`src/rtl/menu_controller.sv`:
```
// ---------------------------------------------------------------------------
// menu_controller : pre-round config menu sequencer MODO->BPM->TOM->MUSICA
// rev 1.0
// ---------------------------------------------------------------------------
`default_nettype none

module menu_controller #(
  parameter int MODO   = 6,
  parameter int BPM    = 2,
  parameter int TOM    = 4,
  parameter int MUSICA = 16
) (
  input  logic              clock,
  input  logic              reset,
  input  logic              inicia_menu,
  input  logic              right_arrow_pressed,
  input  logic              left_arrow_pressed,
  input  logic              enter_pressed,
  output logic [2:0]        menu_sel,
  output logic              mostra_menu,
  output logic [3:0]        opcao,
  output logic              registra_modo,
  output logic              registra_bpm,
  output logic              registra_tom,
  output logic              registra_musicas,
  output logic [MODO-1:0]   modos,
  output logic [BPM-1:0]    bpms,
  output logic [TOM-1:0]    toms,
  output logic [MUSICA-1:0] musicas,
  output logic              menu_pronto
);

  typedef enum logic [2:0] {
    S_IDLE   = 3'd0,
    S_MODO   = 3'd1,
    S_BPM    = 3'd2,
    S_TOM    = 3'd3,
    S_MUSICA = 3'd4,
    S_DONE   = 3'd5
  } state_t;

  localparam logic [3:0] MODO_LAST   = 4'(MODO - 1);
  localparam logic [3:0] BPM_LAST    = 4'(BPM - 1);
  localparam logic [3:0] TOM_LAST    = 4'(TOM - 1);
  localparam logic [3:0] MUSICA_LAST = 4'(MUSICA - 1);

  localparam logic [MODO-1:0]   MODO_DEF   = MODO'(1);
  localparam logic [BPM-1:0]    BPM_DEF    = BPM'(1);
  localparam logic [TOM-1:0]    TOM_DEF    = TOM'(1);
  localparam logic [MUSICA-1:0] MUSICA_DEF = MUSICA'(1);

  state_t            state_q, state_d;
  logic [3:0]        opcao_q, opcao_d;
  logic [3:0]        last_w;
  logic              mostra_q, mostra_d;
  logic              pronto_q, pronto_d;
  logic              reg_modo_q, reg_modo_d;
  logic              reg_bpm_q, reg_bpm_d;
  logic              reg_tom_q, reg_tom_d;
  logic              reg_mus_q, reg_mus_d;
  logic [MODO-1:0]   modos_q, modos_d;
  logic [BPM-1:0]    bpms_q, bpms_d;
  logic [TOM-1:0]    toms_q, toms_d;
  logic [MUSICA-1:0] musicas_q, musicas_d;

  always_ff @(posedge clock) begin
    if (reset) begin
      state_q    <= S_IDLE;
      opcao_q    <= 4'd0;
      mostra_q   <= 1'b0;
      pronto_q   <= 1'b0;
      reg_modo_q <= 1'b0;
      reg_bpm_q  <= 1'b0;
      reg_tom_q  <= 1'b0;
      reg_mus_q  <= 1'b0;
      modos_q    <= MODO_DEF;
      bpms_q     <= BPM_DEF;
      toms_q     <= TOM_DEF;
      musicas_q  <= MUSICA_DEF;
    end else begin
      state_q    <= state_d;
      opcao_q    <= opcao_d;
      mostra_q   <= mostra_d;
      pronto_q   <= pronto_d;
      reg_modo_q <= reg_modo_d;
      reg_bpm_q  <= reg_bpm_d;
      reg_tom_q  <= reg_tom_d;
      reg_mus_q  <= reg_mus_d;
      modos_q    <= modos_d;
      bpms_q     <= bpms_d;
      toms_q     <= toms_d;
      musicas_q  <= musicas_d;
    end
  end

  always_comb begin
    state_d    = state_q;
    opcao_d    = opcao_q;
    reg_modo_d = 1'b0;
    reg_bpm_d  = 1'b0;
    reg_tom_d  = 1'b0;
    reg_mus_d  = 1'b0;
    modos_d    = modos_q;
    bpms_d     = bpms_q;
    toms_d     = toms_q;
    musicas_d  = musicas_q;

    case (state_q)
      S_MODO:   last_w = MODO_LAST;
      S_BPM:    last_w = BPM_LAST;
      S_TOM:    last_w = TOM_LAST;
      S_MUSICA: last_w = MUSICA_LAST;
      default:  last_w = 4'd0;
    endcase

    // A restart wins over everything else in the same cycle, so no strobe escapes.
    if (inicia_menu) begin
      state_d = S_MODO;
      opcao_d = 4'd0;
    end else begin
      case (state_q)
        S_IDLE: ;
        S_MODO, S_BPM, S_TOM, S_MUSICA: begin
          if (enter_pressed) begin
            opcao_d = 4'd0;
            case (state_q)
              S_MODO: begin
                modos_d    = MODO_DEF << opcao_q;
                reg_modo_d = 1'b1;
                state_d    = S_BPM;
              end
              S_BPM: begin
                bpms_d    = BPM_DEF << opcao_q;
                reg_bpm_d = 1'b1;
                state_d   = S_TOM;
              end
              S_TOM: begin
                toms_d    = TOM_DEF << opcao_q;
                reg_tom_d = 1'b1;
                state_d   = S_MUSICA;
              end
              default: begin
                musicas_d = MUSICA_DEF << opcao_q;
                reg_mus_d = 1'b1;
                state_d   = S_DONE;
              end
            endcase
          end else if (right_arrow_pressed && !left_arrow_pressed) begin
            opcao_d = (opcao_q == last_w) ? 4'd0 : opcao_q + 4'd1;
          end else if (left_arrow_pressed && !right_arrow_pressed) begin
            opcao_d = (opcao_q == 4'd0) ? last_w : opcao_q - 4'd1;
          end
        end
        S_DONE:  state_d = S_IDLE;
        default: state_d = S_IDLE;
      endcase
    end

    mostra_d = (state_d == S_MODO) || (state_d == S_BPM) ||
               (state_d == S_TOM)  || (state_d == S_MUSICA);
    pronto_d = (state_d == S_DONE);
  end

  assign menu_sel         = state_q;
  assign mostra_menu      = mostra_q;
  assign opcao            = opcao_q;
  assign registra_modo    = reg_modo_q;
  assign registra_bpm     = reg_bpm_q;
  assign registra_tom     = reg_tom_q;
  assign registra_musicas = reg_mus_q;
  assign modos            = modos_q;
  assign bpms             = bpms_q;
  assign toms             = toms_q;
  assign musicas          = musicas_q;
  assign menu_pronto      = pronto_q;

endmodule

`default_nettype wire
```
`config.mk`:
```
export PLATFORM = sky130hd
export DESIGN_NAME = menu_controller
export DESIGN_NICKNAME = d
export VERILOG_FILES = /design/src/rtl/menu_controller.sv
export SDC_FILE = /design/constraint.sdc
export NUM_CORES = 1
export LEC_CHECK = 0
export BUFFER_PORTS_ARGS = -buffer_cell sky130_fd_sc_hd__buf_2
export CAP_MARGIN = 30
export CORE_ASPECT_RATIO = 1.4
export CORE_UTILIZATION = 57
export DETAILED_ROUTE_END_ITERATION = 10
export PLACE_DENSITY = 0.94
export SYNTH_ARGS = -nofsm -noshare
export SYNTH_HDL_FRONTEND = slang
export SYNTH_SLANG_ARGS = --single-unit
```
`constraint.sdc`:
```
create_clock -name clock -period 5.7 [get_ports clock]
set_input_delay 0.855 -clock clock [delete_from_list [all_inputs] [get_ports clock]]
set_output_delay 0.855 -clock clock [all_outputs]
set_load 0.03 [all_outputs]
```
==> flow_summary.yaml, run 1 <==
sta:
  rsz0062_at_grt: "no"
  timing.slew.headroom_pct: 59.7
  worst_slack_ns: 3.53
  hold_viol: 0
  fin_hold_ws_ns: 0.450
  slew_violations: 0
  fmax_ghz: 0.461
  period_minus_slack_ns: 2.17
  tns_ns: 0
  tightest_slew_ns: 0.603
  post-route-period-util_pct: 38.0
  setup_viol_count_final: 0
  skew_ns: 0.00502
detailed_routing:
  drc: 0
  antenna_left: 0
  dr.pass1.iters: 4
  drt_iter0_drc: 52
  wl_mm: 4.40
  num_vias: 1812
  via_per_inst: 5.81
  wl_per_cell_um: 14.1
clock_tree:
  clock_sink_count: 41
  cts_tree: "built"
  clock_latency_ns: 0.29
  cts_setup_buffers: 0
  cts_root_buf: "clkbuf_8"
  path_clk_slew_ns: 0.07
  post_cts_resized: 0
  cts_buffers: 5
  cts_max_level: 2
  cts-hold-fix-buffers: 0
  clockBufferDepth: 2
power:
  p_seq_share_pct: 51.3
  p_sw_w: 0.000127
  p_int_w: 0.000442
  powerDensity_nw_per_um2: 249
  leakagePower_nw: 0.969
  p_clk_share_pct: 42.3
  power_w: 0.000569
  ir_drop_mv: 0.266
  power_frac_comb_pct: 6.4
  p_sw_share_pct: 22.3
critical_path:
  crit_arrival_ns: 1.31
  cpPeakStageDelay_ns: 0.71
  crit_type: "reg -> out"
  end_kind: "output port"
  critPathLaunchType: "flop"
  crit_path_top_delay_cell: "dfxtp_1"
  cp_cell_sequence: "buf_2"
  r2r_cells: 6
  cp_num_cells: 1
  cp.buffers_inverters: 1
  path_max_fanout: 16
  worstPathRequired_ns: 4.85
  cp_top_family: "flip-flops"
synthesis:
  yosys.area.top_type: "dfxtp_1"
  syn_avg_cell_area_um2: 8.46
  syn-cell-area_um2: 1990
  synth_cell_type_count: 50
  synth_edf_count: 0
  yosysSeqAreaShare_pct: 41.3
  syn-num-nets: 248
  synth-async-reset-ratio_pct: 0
  synthFlopType: "dfxtp_1"
  synthTopCellsByArea: "dfxtp_1, a21oi_1, nand2_1"
  synth_warnings: 0
  synth_seq_cells: 41
  netlist.area_leader.share_pct: 41.3
  synthCells: 235
floorplanning:
  rows: 25
  ios: 47
  initial_core_util_pct: 59.4
  die_width_um: 51.9
  die-area_um2: 3730
  die_y_um: 71.9
  core_area_um2: 3350
layout:
  drive_gt1_share_pct: 23.9
  fin_nets: 284
  antenna_cells: 0
  area.growth.synth_to_final_pct: 15.2
  final_cell_count_no_fill: 312
outcome:
  status: "completed"
global_routing:
  busiest_layer: "met2"
  antenna_found_initial: 0
  grt_first_pass_wirelength_mm: 6.94
  grt_use_met1_pct: 26.8
  grt_usage_pct: 24.9
  grt_overflow: 0
  grtUsageMet3_pct: 5.10
  gr-usage-met2_pct: 43.3
  grt_max_degree: 38
  grt_pass1_vias: 1584
placement:
  dp_slack_ns: 3.52
  dp_hpwl_mm: 3.15
  dpl.cell_count: 304
  gp_congestion: 0.892
  port_buffers: 46
min_path:
  holdPathStages: 2
  hold_path_class: "reg -> reg"
run:
  drv_cap: 0
per-stage QoR:
step                      area, um^2  util (%)
after floorplan                 1990         -
after global placement          2170      64.9
after detailed placement        2170      64.9
after CTS                       2290      68.4
after global routing            2290      68.4
final                           2290      68.4
final timing paths:
path | start | to | slack [ns]
hold reg to reg | musicas[12] | musicas[12] | 0.45
hold / removal | musicas[12] | musicas[12] | 0.45
setup reg to reg | opcao[0] | opcao[3] | 3.58
setup / recovery | opcao[2] | opcao[2] | 3.53
registers in the layout (all words and copies together) (netlist names):
signal and flops:
musicas 16, modos 6, opcao 4, toms 4, menu_sel 3, bpms 2
menu_pronto 1, mostra_menu 1, registra_bpm 1, registra_modo 1, registra_musicas 1, registra_tom 1
final cells by class:
class	instances	area [um^2]
clock inverters	2	37.5
multi-input cells	173	1050
well taps	40	50.0
repair buffers	46	230
flip-flops and latches	41	821
clock buffers	6	82.6
inverters	4	15.0
fillers	287	1060
tightest hold or removal path, stage by stage, from the launching register on:
cell and delay [ns]:
dfxtp_1 0.31, nand2_1 0.05, a21oi_1 0.05
power by group through the flow:
stage               registers [W]  logic [W]  clock network [W]
finish                   0.000292  0.0000364           0.000241
CTS                      0.000292  0.0000361           0.000244
global route             0.000293  0.0000391           0.000254
global placement         0.000299  0.0000349                  0
detailed placement       0.000299  0.0000360                  0
floorplan                0.000301  0.0000266                  0
synth_stat cells, drive strengths merged, types with 2 or more instances:
cell type	number
nand2b	5
o311ai	2
dfxtp	41
buf	10
or2	2
nand4	3
or3	2
nor4b	2
and2	2
a21oi	26
nand3	16
nor3	8
and3	2
nor4	3
nor2	22
nor2b	4
ha	7
mux2i	3
a211o	3
xor2	4
nand2	32
a32o	2
clkbuf	7
inv	4
o21ai	6
placed cells by master (no fill, tap or decap), drive strengths merged, types with 4 or more instances in the layout:
| cell type | n |
|---|---|
| a21oi | 26 |
| buf | 46 |
| clkbuf | 6 |
| dfxtp | 41 |
| ha | 7 |
| inv | 4 |
| nand2 | 32 |
| nand2b | 5 |
| nand3 | 16 |
| nor2 | 22 |
| nor2b | 4 |
| nor3 | 8 |
| o21ai | 6 |
| xor2 | 4 |
layer usage:
layer  vias to the layer above  part of all wire (%)
met2                        64                    53
met5                         -                     0
li1                        899                     -
met1                       836                    40
met3                        13                   4.9
met4                         0                   2.6
cell families after synthesis:
kind of cell / count (synthesis) / share of synthesized area, %
AOI/OAI and AO/OA: 49 / 16.8
xor gates and xnor gates: 5 / 2.20
adders and majority gates: 7 / 4.41
buffers and inverters: 21 / 5.66
DFF: 41 / 41.3
muxes: 3 / 1.51
and+or+nand+nor: 109 / 28.1
Power figures use the tool's default switching activity.
==> inputs of run 2 (changes only) <==
- CORE_UTILIZATION: 57 -> 53
- PLACE_DENSITY: 0.94 -> 0.89
- clock period: 5.7 -> 2.3 ns (I/O delays scaled with it)
==> run 2 against run 1 <==
Compared with the run above: largest power group unchanged; global-route usage fell by 0.18 points; via count rose by 1.0%; non-clock buffer count rose by 6; setup slack got worse by 3.2 ns.
==> flow_summary.yaml, run 2 (synthesis results as in run 1) <==
min_path:
  holdPathStages: 3
  min_from: "inicia_menu"
  hold_end: "mostra_menu"
  hold_path_class: "in -> reg"
global_routing:
  grt_overflow: 0
  grt_first_pass_wirelength_mm: 7.17
  grt_usage_pct: 24.7
  antenna_found_initial: 0
  grt_pass1_vias: 1590
  grt_max_degree: 24
critical_path:
  r2r-start: "menu_sel[0]"
  cp_top_family: "compound AO/OA/AOI/OAI gates"
  cp_cell_sequence: "nand2b_1, a2111oi_2, o221ai_2, a221oi_2, a211oi_1"
  end_kind: "flop"
  critPathLaunchType: "flop"
  crit_arrival_ns: 2.10
  crit_type: "reg -> reg"
  r2r_cells: 5
  path_max_fanout: 14
  r2r-end: "opcao[2]"
  reg2reg_slack_ns: 0.38
  worstPathRequired_ns: 2.48
  cpPeakStageDelay_ns: 0.61
  crit_path_top_delay_cell: "dfxtp_1"
  cp.buffers_inverters: 0
clock_tree:
  cts-hold-fix-buffers: 0
  clockBufferDepth: 2
  path_clk_slew_ns: 0.07
  post_cts_resized: 0
  clock_latency_ns: 0.30
  cts_root_buf: "clkbuf_8"
  cts_max_level: 2
  cts_setup_buffers: 0
  clock_sink_count: 41
  cts_tree: "built"
  cts_buffers: 5
sta:
  post-route-period-util_pct: 83.4
  fmax_ghz: 0.521
  rsz0062_at_grt: "no"
  tns_ns: 0
  setup_viol_count_final: 0
  period_minus_slack_ns: 1.92
  slew_violations: 0
  hold_viol: 0
  timing.slew.headroom_pct: 58.2
  skew_ns: 0.00446
  tightest_slew_ns: 0.622
detailed_routing:
  wl_mm: 4.45
  wl_per_cell_um: 13.9
  antenna_left: 0
  drc: 0
  num_vias: 1831
  via_per_inst: 5.72
  dr.pass1.iters: 4
  drt_iter0_drc: 69
floorplanning:
  die_width_um: 53.8
  die_y_um: 74.5
  initial_core_util_pct: 55.1
  ios: 47
  rows: 26
  die-area_um2: 4000
  core_area_um2: 3610
power:
  ir_drop_mv: 0.381
  powerDensity_nw_per_um2: 565
  leakagePower_nw: 0.994
layout:
  area.growth.synth_to_final_pct: 16.4
  fillCellCount: 339
  design_area_um2: 2310
  mostFrequentLayoutCells: "buf_2, dfxtp_1, nand2_1"
  ff_latch_area_um2: 821
  drive_gt1_share_pct: 25.5
  mostFrequentLayoutCell: "buf_2"
  fin_nets: 290
  multi_input_area_um2: 1050
  antenna_cells: 0
  largest_reg_flops: 16
placement:
  dpl_cell_area_um2: 2220
  gp_congestion: 0.879
  dp_hpwl_mm: 3.31
  port_buffers: 46
outcome:
  status: "completed"
run:
  drv_cap: 0
-- run 2: changes by cell type in the layout (fill, tap and decap cells not counted) --
cell / change
buf_4: +6
bufinv_16: -1
clkinv_2: +1
clkinv_4: +1
clkinvlp_4: -1
-- run 2: per-layer routing --
metal / up-vias / track usage [%] / part of all wire (%) / wire (um)
met3: 11 / 6.34 / 4.8 / 215
met2: 57 / 42.0 / 53 / 2380
li1: 902 / - / - / -
met5: - / 0 / 0 / 0
met1: 861 / 28.0 / 39 / 1750
met4: 0 / 12.0 / 2.5 / 110
-- run 2: final cells by class --
type | instances | area share, %
clock buffer | 6 | 3.57
clock inverter | 2 | 0.595
inverter | 4 | 0.649
multi-input combinational | 173 | 45.6
sequential | 41 | 35.5
tap | 42 | 2.27
timing repair buffer | 52 | 11.9
-- run 2: worst max path at each step --
stage / from / end / slack [ns] / cells after the start
after detailed placement: menu_sel[0] / opcao[2] / 0.41 / 5
after global placement: menu_sel[0] / opcao[2] / 0.52 / 5
after floorplan: opcao[0] / opcao[3] / 0.13 / 8
final: menu_sel[0] / opcao[2] / 0.38 / 5
after global routing: menu_sel[0] / opcao[2] / 0.24 / 5
after CTS: menu_sel[0] / opcao[2] / 0.39 / 5
-- run 2: report_power, final --
group / leakage, nW / internal, W / switching (W)
Combinational: 0.611 / 0.0000316 / 0.0000633
Clock: 0.0512 / 0.000243 / 0.000247
Sequential: 0.331 / 0.000714 / 0.00000847
Total: 0.994 / 0.000989 / 0.000319
-- run 2: metrics by stage --
step | setup slack, ns | hold slack, ns | utilization (%) | power, W | instances
2_1_floorplan | 0.133 | 0.472 | - | 0.000811 | 235
3_3_place_gp | 0.516 | 0.439 | 61.4 | 0.000831 | 312
3_5_place_dp | 0.405 | 0.442 | 61.4 | 0.000833 | 312
4_1_cts | 0.387 | 0.357 | 64.1 | 0.00132 | 320
5_1_grt | 0.238 | 0.375 | 64.1 | 0.00135 | 320
6_report | 0.382 | 0.371 | 64.1 | 0.00131 | 320
-- run 2: worst reg2reg max path, stage by stage, from the launching register on --
cell	delay (ns)
dfxtp_1	0.61
nand2b_1	0.24
a2111oi_2	0.45
o221ai_2	0.17
a221oi_2	0.25
a211oi_1	0.08
